$ cat src/rtl/ex_mem_skid_stage.sv
// EX->MEM pipeline boundary: head/skid register pair behind a valid/ready handshake,
// with a forwarding view of the youngest held entry and a saturating stall counter.
module ex_mem_skid_stage #(
   parameter int unsigned DATA_W = 32,
   parameter int unsigned CNT_W  = 16
) (
   input  logic              clk,
   input  logic              rst_n,
   input  logic              flush_in,
   input  logic              ex_valid_in,
   output logic              ex_ready_out,
   input  logic [DATA_W-1:0] alu_result_in,
   input  logic              alu_zero_in,
   input  logic [DATA_W-1:0] store_data_in,
   input  logic [DATA_W-1:0] pc_in,
   input  logic [4:0]        rd_addr_in,
   input  logic              reg_write_in,
   input  logic              mem_read_in,
   input  logic              mem_write_in,
   output logic              mem_valid_out,
   input  logic              mem_ready_in,
   output logic [DATA_W-1:0] mem_alu_result_out,
   output logic [DATA_W-1:0] mem_store_data_out,
   output logic [DATA_W-1:0] mem_pc_out,
   output logic              mem_zero_out,
   output logic              mem_reg_write_out,
   output logic              mem_mem_read_out,
   output logic              mem_mem_write_out,
   output logic [4:0]        mem_rd_addr_out,
   output logic              fwd_valid_out,
   output logic [4:0]        fwd_rd_out,
   output logic [DATA_W-1:0] fwd_data_out,
   output logic              fwd_is_load_out,
   output logic [CNT_W-1:0]  stall_cnt_out
);

   typedef struct packed {
      logic [DATA_W-1:0] result;
      logic [DATA_W-1:0] store_data;
      logic [DATA_W-1:0] pc;
      logic [4:0]        rd;
      logic              zero;
      logic              reg_write;
      logic              mem_read;
      logic              mem_write;
   } entry_t;

   entry_t            h_q, h_d, s_q, s_d, new_e, y;
   logic              h_valid_q, h_valid_d, s_valid_q, s_valid_d;
   logic              y_valid, accept, emit;
   logic [CNT_W-1:0]  cnt_q, cnt_d;

   assign ex_ready_out  = !s_valid_q;
   assign mem_valid_out = h_valid_q;
   assign accept        = ex_valid_in & ex_ready_out;
   assign emit          = h_valid_q & mem_ready_in;

   always_comb begin
      new_e            = '0;
      new_e.result     = alu_result_in;
      new_e.store_data = store_data_in;
      new_e.pc         = pc_in;
      new_e.rd         = rd_addr_in;
      new_e.zero       = alu_zero_in;
      new_e.reg_write  = reg_write_in;
      new_e.mem_read   = mem_read_in;
      new_e.mem_write  = mem_write_in;
   end

   // S is only ever valid alongside H, so occupancy is decoded from the two valid bits.
   always_comb begin
      h_d       = h_q;
      s_d       = s_q;
      h_valid_d = h_valid_q;
      s_valid_d = s_valid_q;
      if (flush_in) begin
         h_valid_d = 1'b0;
         s_valid_d = 1'b0;
      end else if (s_valid_q) begin
         if (emit) begin
            h_d       = s_q;
            s_valid_d = 1'b0;
         end
      end else if (h_valid_q) begin
         if (accept && emit) begin
            h_d = new_e;
         end else if (accept) begin
            s_d       = new_e;
            s_valid_d = 1'b1;
         end else if (emit) begin
            h_valid_d = 1'b0;
         end
      end else if (accept) begin
         h_d       = new_e;
         h_valid_d = 1'b1;
      end
   end

   always_comb begin
      cnt_d = cnt_q;
      if (h_valid_q && !mem_ready_in && (cnt_q != '1)) cnt_d = cnt_q + 1'b1;
   end

   always_ff @(posedge clk or negedge rst_n) begin
      if (!rst_n) begin
         h_q       <= '0;
         s_q       <= '0;
         h_valid_q <= 1'b0;
         s_valid_q <= 1'b0;
         cnt_q     <= '0;
      end else begin
         h_q       <= h_d;
         s_q       <= s_d;
         h_valid_q <= h_valid_d;
         s_valid_q <= s_valid_d;
         cnt_q     <= cnt_d;
      end
   end

   assign mem_alu_result_out = h_q.result;
   assign mem_store_data_out = h_q.store_data;
   assign mem_pc_out         = h_q.pc;
   assign mem_zero_out       = h_q.zero;
   assign mem_reg_write_out  = h_q.reg_write;
   assign mem_mem_read_out   = h_q.mem_read;
   assign mem_mem_write_out  = h_q.mem_write;
   assign mem_rd_addr_out    = h_q.rd;

   // Youngest entry is S when present; stale payload is masked when nothing is held.
   assign y               = s_valid_q ? s_q : h_q;
   assign y_valid         = s_valid_q | h_valid_q;
   assign fwd_valid_out   = y_valid & y.reg_write & (y.rd != 5'd0);
   assign fwd_rd_out      = y_valid ? y.rd : 5'd0;
   assign fwd_data_out    = y_valid ? y.result : '0;
   assign fwd_is_load_out = fwd_valid_out & y.mem_read;
   assign stall_cnt_out   = cnt_q;

endmodule

$ cat config.mk
export PLATFORM = sky130hd
export DESIGN_NAME = ex_mem_skid_stage
export DESIGN_NICKNAME = d
export VERILOG_FILES = /design/src/rtl/ex_mem_skid_stage.sv
export SDC_FILE = /design/constraint.sdc
export NUM_CORES = 1
export LEC_CHECK = 0
export ABC_AREA = 1
export BUFFER_PORTS_ARGS = -buffer_cell sky130_fd_sc_hd__buf_2
export CORE_MARGIN = 2
export CORE_UTILIZATION = 57
export DETAILED_ROUTE_END_ITERATION = 16
export GPL_TIMING_DRIVEN = 0
export PLACE_DENSITY = 0.93
export RECOVER_POWER = 50
export SKIP_LAST_GASP = 1
export SLEW_MARGIN = 20
export SYNTH_ARGS = -nofsm -noshare
export SYNTH_HDL_FRONTEND = slang
export SYNTH_SLANG_ARGS = --single-unit
$ cat constraint.sdc
create_clock -name clk -period 3.4 [get_ports clk]
set_clock_uncertainty 0.05 [all_clocks]
set_input_delay 1.02 -clock clk [delete_from_list [all_inputs] [get_ports clk]]
set_output_delay 1.02 -clock clk [all_outputs]
set_load 0.02 [all_outputs]
==> results.sh, run 1 <==
export IMPL_yosysSeqAreaShare_pct=54.7
export IMPL_cp_start_kind="flop"
export IMPL_grt_pass1_vias=9627
export IMPL_instances_no_fill=1825
export IMPL_post_route_min_period_ns=3.32
export IMPL_port_buffers=271
export IMPL_p_switching_w=0.00253
export IMPL_die_h_um=139
export IMPL_avgSynthCellArea_sq_um=8.18
export IMPL_ioPinCount=272
export IMPL_critPathMaxFanout=10
export IMPL_ys_ff_latch=228
export IMPL_hpwl_mm=21.0
export IMPL_clkTransAtPathRegs_ns=0.06
export IMPL_clockBufferDepth=3
export IMPL_hold_class="flop to flop"
export IMPL_worst_pin_slew_ns=1.33
export IMPL_final_max_slew_viol_count=0
export IMPL_rsz0062_at_grt="no"
export IMPL_drtAntennaViolNets=0
export IMPL_synth_top_area_share_pct=54.7
export IMPL_postSynth_asyncResetShare_pct=100
export IMPL_finalSetupViolCount=0
export IMPL_pwr_share_comb_pct=21.5
export IMPL_drc_errors=0
export IMPL_synth_distinct_cells=26
export IMPL_crit_arrival_ns=2.25
export IMPL_end_kind="primary output"
export IMPL_p_sw_share_pct=31.7
export IMPL_dp_cells=1776
export IMPL_drive_above_1_share_pct=23.8
export IMPL_status="completed"
export IMPL_grt_max_degree=90
export IMPL_die_w_um=139
export IMPL_n_fill_cell=1342
export IMPL_timing_setup_tns_ns=0
export IMPL_drt_pass1_iter_count=5
export IMPL_cap_viol_max_count=0
export IMPL_hold_depth=2
export IMPL_final_common_cell="nand2_1"
export IMPL_cts_tree="built"
export IMPL_root_buffer="clkbuf_16"
export IMPL_ir_drop_v=0.000538
export IMPL_clkLatencyLatePin_ns=0.51
export IMPL_vias=9865
export IMPL_hold_viol=0
export IMPL_slew_headroom_pct=11.3
export IMPL_antenna_found_initial=5
export IMPL_h_tree_depth=1
export IMPL_synthCells=1274
export IMPL_synthFlopType="dfrtp_1"
export IMPL_syn2layout_area_growth_pct=23.1
export IMPL_syn_num_nets=1385
export IMPL_viasPerCell=5.41
export IMPL_dieArea_sq_um=19400
export IMPL_globalplace_congestion=0.867
export IMPL_grt_pass1_wl_mm=48.1
export IMPL_overflow=0
export IMPL_cts_hold_buf=0
export IMPL_cp_required_ns=2.33
export IMPL_yosysTopAreaCell="dfrtp_1"
export IMPL_numClockSinks=228
export IMPL_internal_power_w=0.00546
export IMPL_totalWireLength_mm=29.6
export IMPL_rr_worst_depth=7
export IMPL_crit_type="flop to primary output"
export IMPL_start_util_pct=58.0
export IMPL_nets=1684
export IMPL_core_sq_um=18000
export IMPL_final_cell_mix="nand2_1, buf_2, o21ai_0"
export IMPL_fmax_mhz=302
export IMPL_syn_area_sq_um=10400
export IMPL_clock_power_share_pct=33.6
export IMPL_numCtsBuffers=24
export IMPL_final_util_pct=71.4
export IMPL_ys_warn_count=0
export IMPL_powerDensity_nw_per_um2=623
export IMPL_grt_total_usage_pct=30.4
export IMPL_seqPwrFrac_pct=44.9
export IMPL_synth_edff_count=0
export IMPL_finalCritPeriodShare_pct=97.5
export IMPL_final_area_sq_um=12800
export IMPL_drtIter0Drc=715
export IMPL_placed_area_sq_um=12100
export IMPL_cellLeakagePower_nw=6.80
export IMPL_wl_per_cell_um=16.2
export IMPL_fp_row_count=49
export IMPL_synth_area_leaders="dfrtp_1, o21ai_0, nand2_1"
[sequential cells by signal, indices dropped and copies added (netlist names)]
name	count
mem_alu_result_out	32
mem_pc_out	32
s_valid_q	1
mem_store_data_out	32
mem_reg_write_out	1
stall_cnt_out	16
mem_zero_out	1
mem_mem_read_out	1
mem_valid_out	1
s_q	105
mem_rd_addr_out	5
mem_mem_write_out	1
[power by group through the flow]
stage          logic, W  registers (W)  clock network (W)
3_5_place_dp    0.00173        0.00361                  0
2_1_floorplan  0.000767        0.00388                  0
4_1_cts         0.00175        0.00358            0.00272
5_1_grt         0.00190        0.00365            0.00283
6_report        0.00171        0.00359            0.00268
3_3_place_gp    0.00165        0.00358                  0
[area by class of cell]
| class | count | area, sq um | share of cell area [%] |
|---|---|---|---|
| timing repair buffer | 273 | 1370 | 10.7 |
| tap | 229 | 287 | 2.23 |
| antenna | 5 | 12.5 | 0.0976 |
| buffer | 73 | 362 | 2.82 |
| sequential | 228 | 5710 | 44.5 |
| clock buffer | 36 | 717 | 5.59 |
| multi-input combinational | 799 | 3620 | 28.2 |
| inverter | 174 | 657 | 5.12 |
| clock inverter | 8 | 93.8 | 0.732 |
[stage by stage]
stage	setup WS, ns	power [W]	hold WS [ns]
floorplan	0.903	0.00464	0.398
global placement	-2.61	0.00523	0.411
CTS	0.0193	0.00804	0.387
global route	0.00724	0.00838	0.454
detailed placement	0.534	0.00534	0.418
finish	0.0843	0.00799	0.430
[path summary, 6_finish.rpt]
path / startpoint / endpoint / slack, ns
worst max-delay path: s_valid_q / fwd_data_out[9] / 0.08
worst min-delay path: s_q[54] / s_q[54] / 0.43
worst max register to register: s_valid_q / mem_alu_result_out[30] / 0.77
min in group asynchronous: rst_n / s_q[56] / 0.75
max in group asynchronous: rst_n / mem_alu_result_out[21] / 0.57
worst min register to register: s_q[54] / s_q[54] / 0.43
[metal layers]
metal	up-vias	GRT usage [%]	wire, um
li1	4637	-	-
met1	4696	39.9	11900
met2	438	50.0	14400
met3	94	5.78	2150
met4	0	12.9	1180
met5	-	0	0
[cell usage after synthesis (2+ instances only)]
library cell  count
dfrtp_1         228
nand4_1           7
nand2_2           4
nand2_1         310
a21oi_2          20
nor2_2            3
clkbuf_1         20
buf_6             8
nor2_1           93
a21oi_1          47
xor2_1            3
nand3_1          13
inv_2             2
o21ai_0         239
xnor2_1           2
inv_1           171
o21a_1            2
o21ai_1          51
buf_4            12
buf_2            33
[worst max-delay path, cell delays in order (launching register included)]
cell and delay, ns:
dfrtp_1 0.37, buf_2 0.19, inv_4 0.17, nand2_1 0.19, clkbuf_1 0.27, o21ai_0 0.32
buf_2 0.23
[kinds of logic (layout without fill, tap and decap cells)]
kind of cell | after synthesis | after routing | share of synthesized area (%)
fa+ha+maj | 1 | 1 | 0.120
simple gates | 434 | 434 | 16.4
flops | 228 | 228 | 54.7
xor+xnor | 5 | 5 | 0.420
other cells | 0 | 5 | 0
compound gates | 359 | 359 | 18.0
buf+inv | 247 | 564 | 10.3
[timing repair]
item / in CTS / in global routing
endpoints found under the setup margin: 1 / 3
setup buffers: 0 / 0
gates resized for setup: 1 / 3
(Power assumes the default switching activity.)
==> inputs of run 2 (changes only) <==
--- a/config.mk
+++ b/config.mk
@@ -8,10 +8,11 @@
 export ABC_AREA = 1
 export BUFFER_PORTS_ARGS = -buffer_cell sky130_fd_sc_hd__buf_2
 export CORE_MARGIN = 2
-export CORE_UTILIZATION = 57
+export CORE_UTILIZATION = 40
+export CTS_CLUSTER_SIZE = 10
 export DETAILED_ROUTE_END_ITERATION = 16
 export GPL_TIMING_DRIVEN = 0
-export PLACE_DENSITY = 0.93
+export PLACE_DENSITY = 0.71
 export RECOVER_POWER = 50
 export SKIP_LAST_GASP = 1
 export SLEW_MARGIN = 20
==> run 2 against run 1 <==
- final cell count is 5.4% higher
- clock power is 3% lower
- die area is 41% higher
- register-to-register slack worse by 0.10 ns
- non-clock buffer count stayed put
- highest routed layer unchanged
- worst setup slack better by 0.069 ns
- wire length is 1.2% higher
==> results.sh, run 2 (synthesis results as in run 1) <==
export IMPL_post_route_min_period_ns=3.25
export IMPL_hpwl_mm=21.3
export IMPL_hold_ws_ns=0.429
export IMPL_nets=1687
export IMPL_regToRegSetupSlack_ns=0.67
export IMPL_hold_viol=0
export IMPL_rr_worst_depth=7
export IMPL_port_buffers=271
export IMPL_worst_pin_slew_ns=1.35
export IMPL_fmax_mhz=308
export IMPL_final_common_cell="nand2_1"
export IMPL_final_util_pct=50.0
export IMPL_cellLeakagePower_nw=6.80
export IMPL_globalplace_congestion=0.836
export IMPL_final_max_slew_viol_count=0
export IMPL_largest_register="s_q"
export IMPL_finalSetupViolCount=0
export IMPL_r2r_start="s_valid_q"
export IMPL_totalWireLength_mm=30.0
export IMPL_slew_headroom_pct=10.0
export IMPL_grt_max_degree=94
export IMPL_h_tree_depth=1
export IMPL_final_cell_mix="nand2_1, buf_2, o21ai_0"
export IMPL_top_usage_layer="met2"
export IMPL_numCtsBuffers=27
export IMPL_hold_depth=2
export IMPL_die_h_um=165
export IMPL_drive_above_1_share_pct=23.8
export IMPL_clkTransAtPathRegs_ns=0.06
export IMPL_drt_pass1_iter_count=5
export IMPL_clkLatencyLatePin_ns=0.54
export IMPL_grt_pass1_wl_mm=47.1
export IMPL_root_buffer="clkbuf_16"
export IMPL_met3_usage_pct=3.55
export IMPL_core_sq_um=25800
export IMPL_ioPinCount=272
export IMPL_dieArea_sq_um=27400
export IMPL_cts_hold_buf=0
export IMPL_crit_type="flop to primary output"
export IMPL_timing_setup_tns_ns=0
export IMPL_crit_arrival_ns=2.18
export IMPL_vias=9459
export IMPL_r2r_end="mem_alu_result_out[29]"
export IMPL_clockBufferDepth=3
export IMPL_cts_tree="built"
export IMPL_cap_viol_max_count=0
export IMPL_instances_no_fill=1924
export IMPL_start_util_pct=40.3
export IMPL_syn2layout_area_growth_pct=24.0
export IMPL_place_ws_ns=0.476
export IMPL_die_w_um=165
export IMPL_grt_use_met1_pct=29.5
export IMPL_wl_per_cell_um=15.6
export IMPL_hold_start="s_q[33]"
export IMPL_dp_cells=1882
export IMPL_hold_class="flop to flop"
export IMPL_drc_errors=0
export IMPL_drtAntennaViolNets=0
export IMPL_powerDensity_nw_per_um2=607
export IMPL_crit_chain="clkbuf_4 -> inv_4 -> nand2_2 -> clkbuf_1 -> o21ai_0 -> buf_2"
export IMPL_grt_use_met2_pct=35.6
export IMPL_max_stage_delay_ns=0.36
export IMPL_fp_row_count=59
export IMPL_slowest_stage="dfrtp_1"
export IMPL_grt_total_usage_pct=21.6
export IMPL_status="completed"
export IMPL_antenna_found_initial=5
export IMPL_ir_drop_v=0.000305
export IMPL_rsz0062_at_grt="no"
export IMPL_cp_start_kind="flop"
export IMPL_viasPerCell=4.92
export IMPL_grt_pass1_vias=9069
export IMPL_overflow=0
export IMPL_critPathMaxFanout=10
export IMPL_cp_required_ns=2.33
export IMPL_end_kind="primary output"
export IMPL_drtIter0Drc=761
export IMPL_hold_end="s_q[33]"
export IMPL_numClockSinks=228
export IMPL_fin_ws_ns=0.153
export IMPL_post_cts_setup_buffer_count=0
export IMPL_largest_register_ff_count=105
export IMPL_finalCritPeriodShare_pct=95.5
## run 2: critical path, delay by kind of cell, from the launching register on
kind,cells,cell delay (ns)
and+or+nand+nor,1,0.15
buffers and inverters,4,0.83
AOI/OAI and AO/OA,1,0.29
DFF,1,0.36
## run 2: final cells by class
cell class	count	area (sq um)
sequential	228	5710
clock buffer	36	739
inverter	174	657
multi-input combinational	799	3610
buffer	73	399
fill	2504	12900
antenna	5	12.5
clock inverter	1	8.76
timing repair buffer	273	1370
tap	335	419
## run 2: stage by stage
stage	power, W	cell area (sq um)
after CTS	0.00795	13000
final	0.00785	12900
after floorplan	0.00464	10400
after global routing	0.00829	12900
after detailed placement	0.00534	12300
after global placement	0.00527	12200
## run 2: how the worst max path moves through the flow
stage          cells after the start  slack [ns]  startpoint                    end
2_1_floorplan                      8        0.90   s_valid_q        fwd_is_load_out
3_3_place_gp                       1       -2.84       rst_n  mem_store_data_out[7]
3_5_place_dp                       6        0.48   s_valid_q       fwd_data_out[12]
4_1_cts                            6        0.02   s_valid_q          fwd_rd_out[0]
5_1_grt                            8        0.03   s_valid_q        fwd_is_load_out
6_report                           6        0.15   s_valid_q       fwd_data_out[24]
## run 2: routing by layer
layer	part of all wire [%]	vias to the layer above
met1	44	4489
met2	48	286
met5	0	-
met4	2.4	0
met3	6.0	49
li1	-	4635
## run 2: timing repair
| item | 4_1_cts | 5_1_grt |
|---|---|---|
| gates resized for setup | 3 | 7 |
| gates cloned | 0 | 0 |
| endpoints found under the hold margin | 0 | 0 |
| pin swaps | 0 | 0 |
| setup endpoints to repair | 22 | 22 |
## run 2: where the power goes
group          internal (W)  switching [W]
Sequential          0.00327       0.000307
Combinational      0.000589        0.00110
Clock               0.00149        0.00110
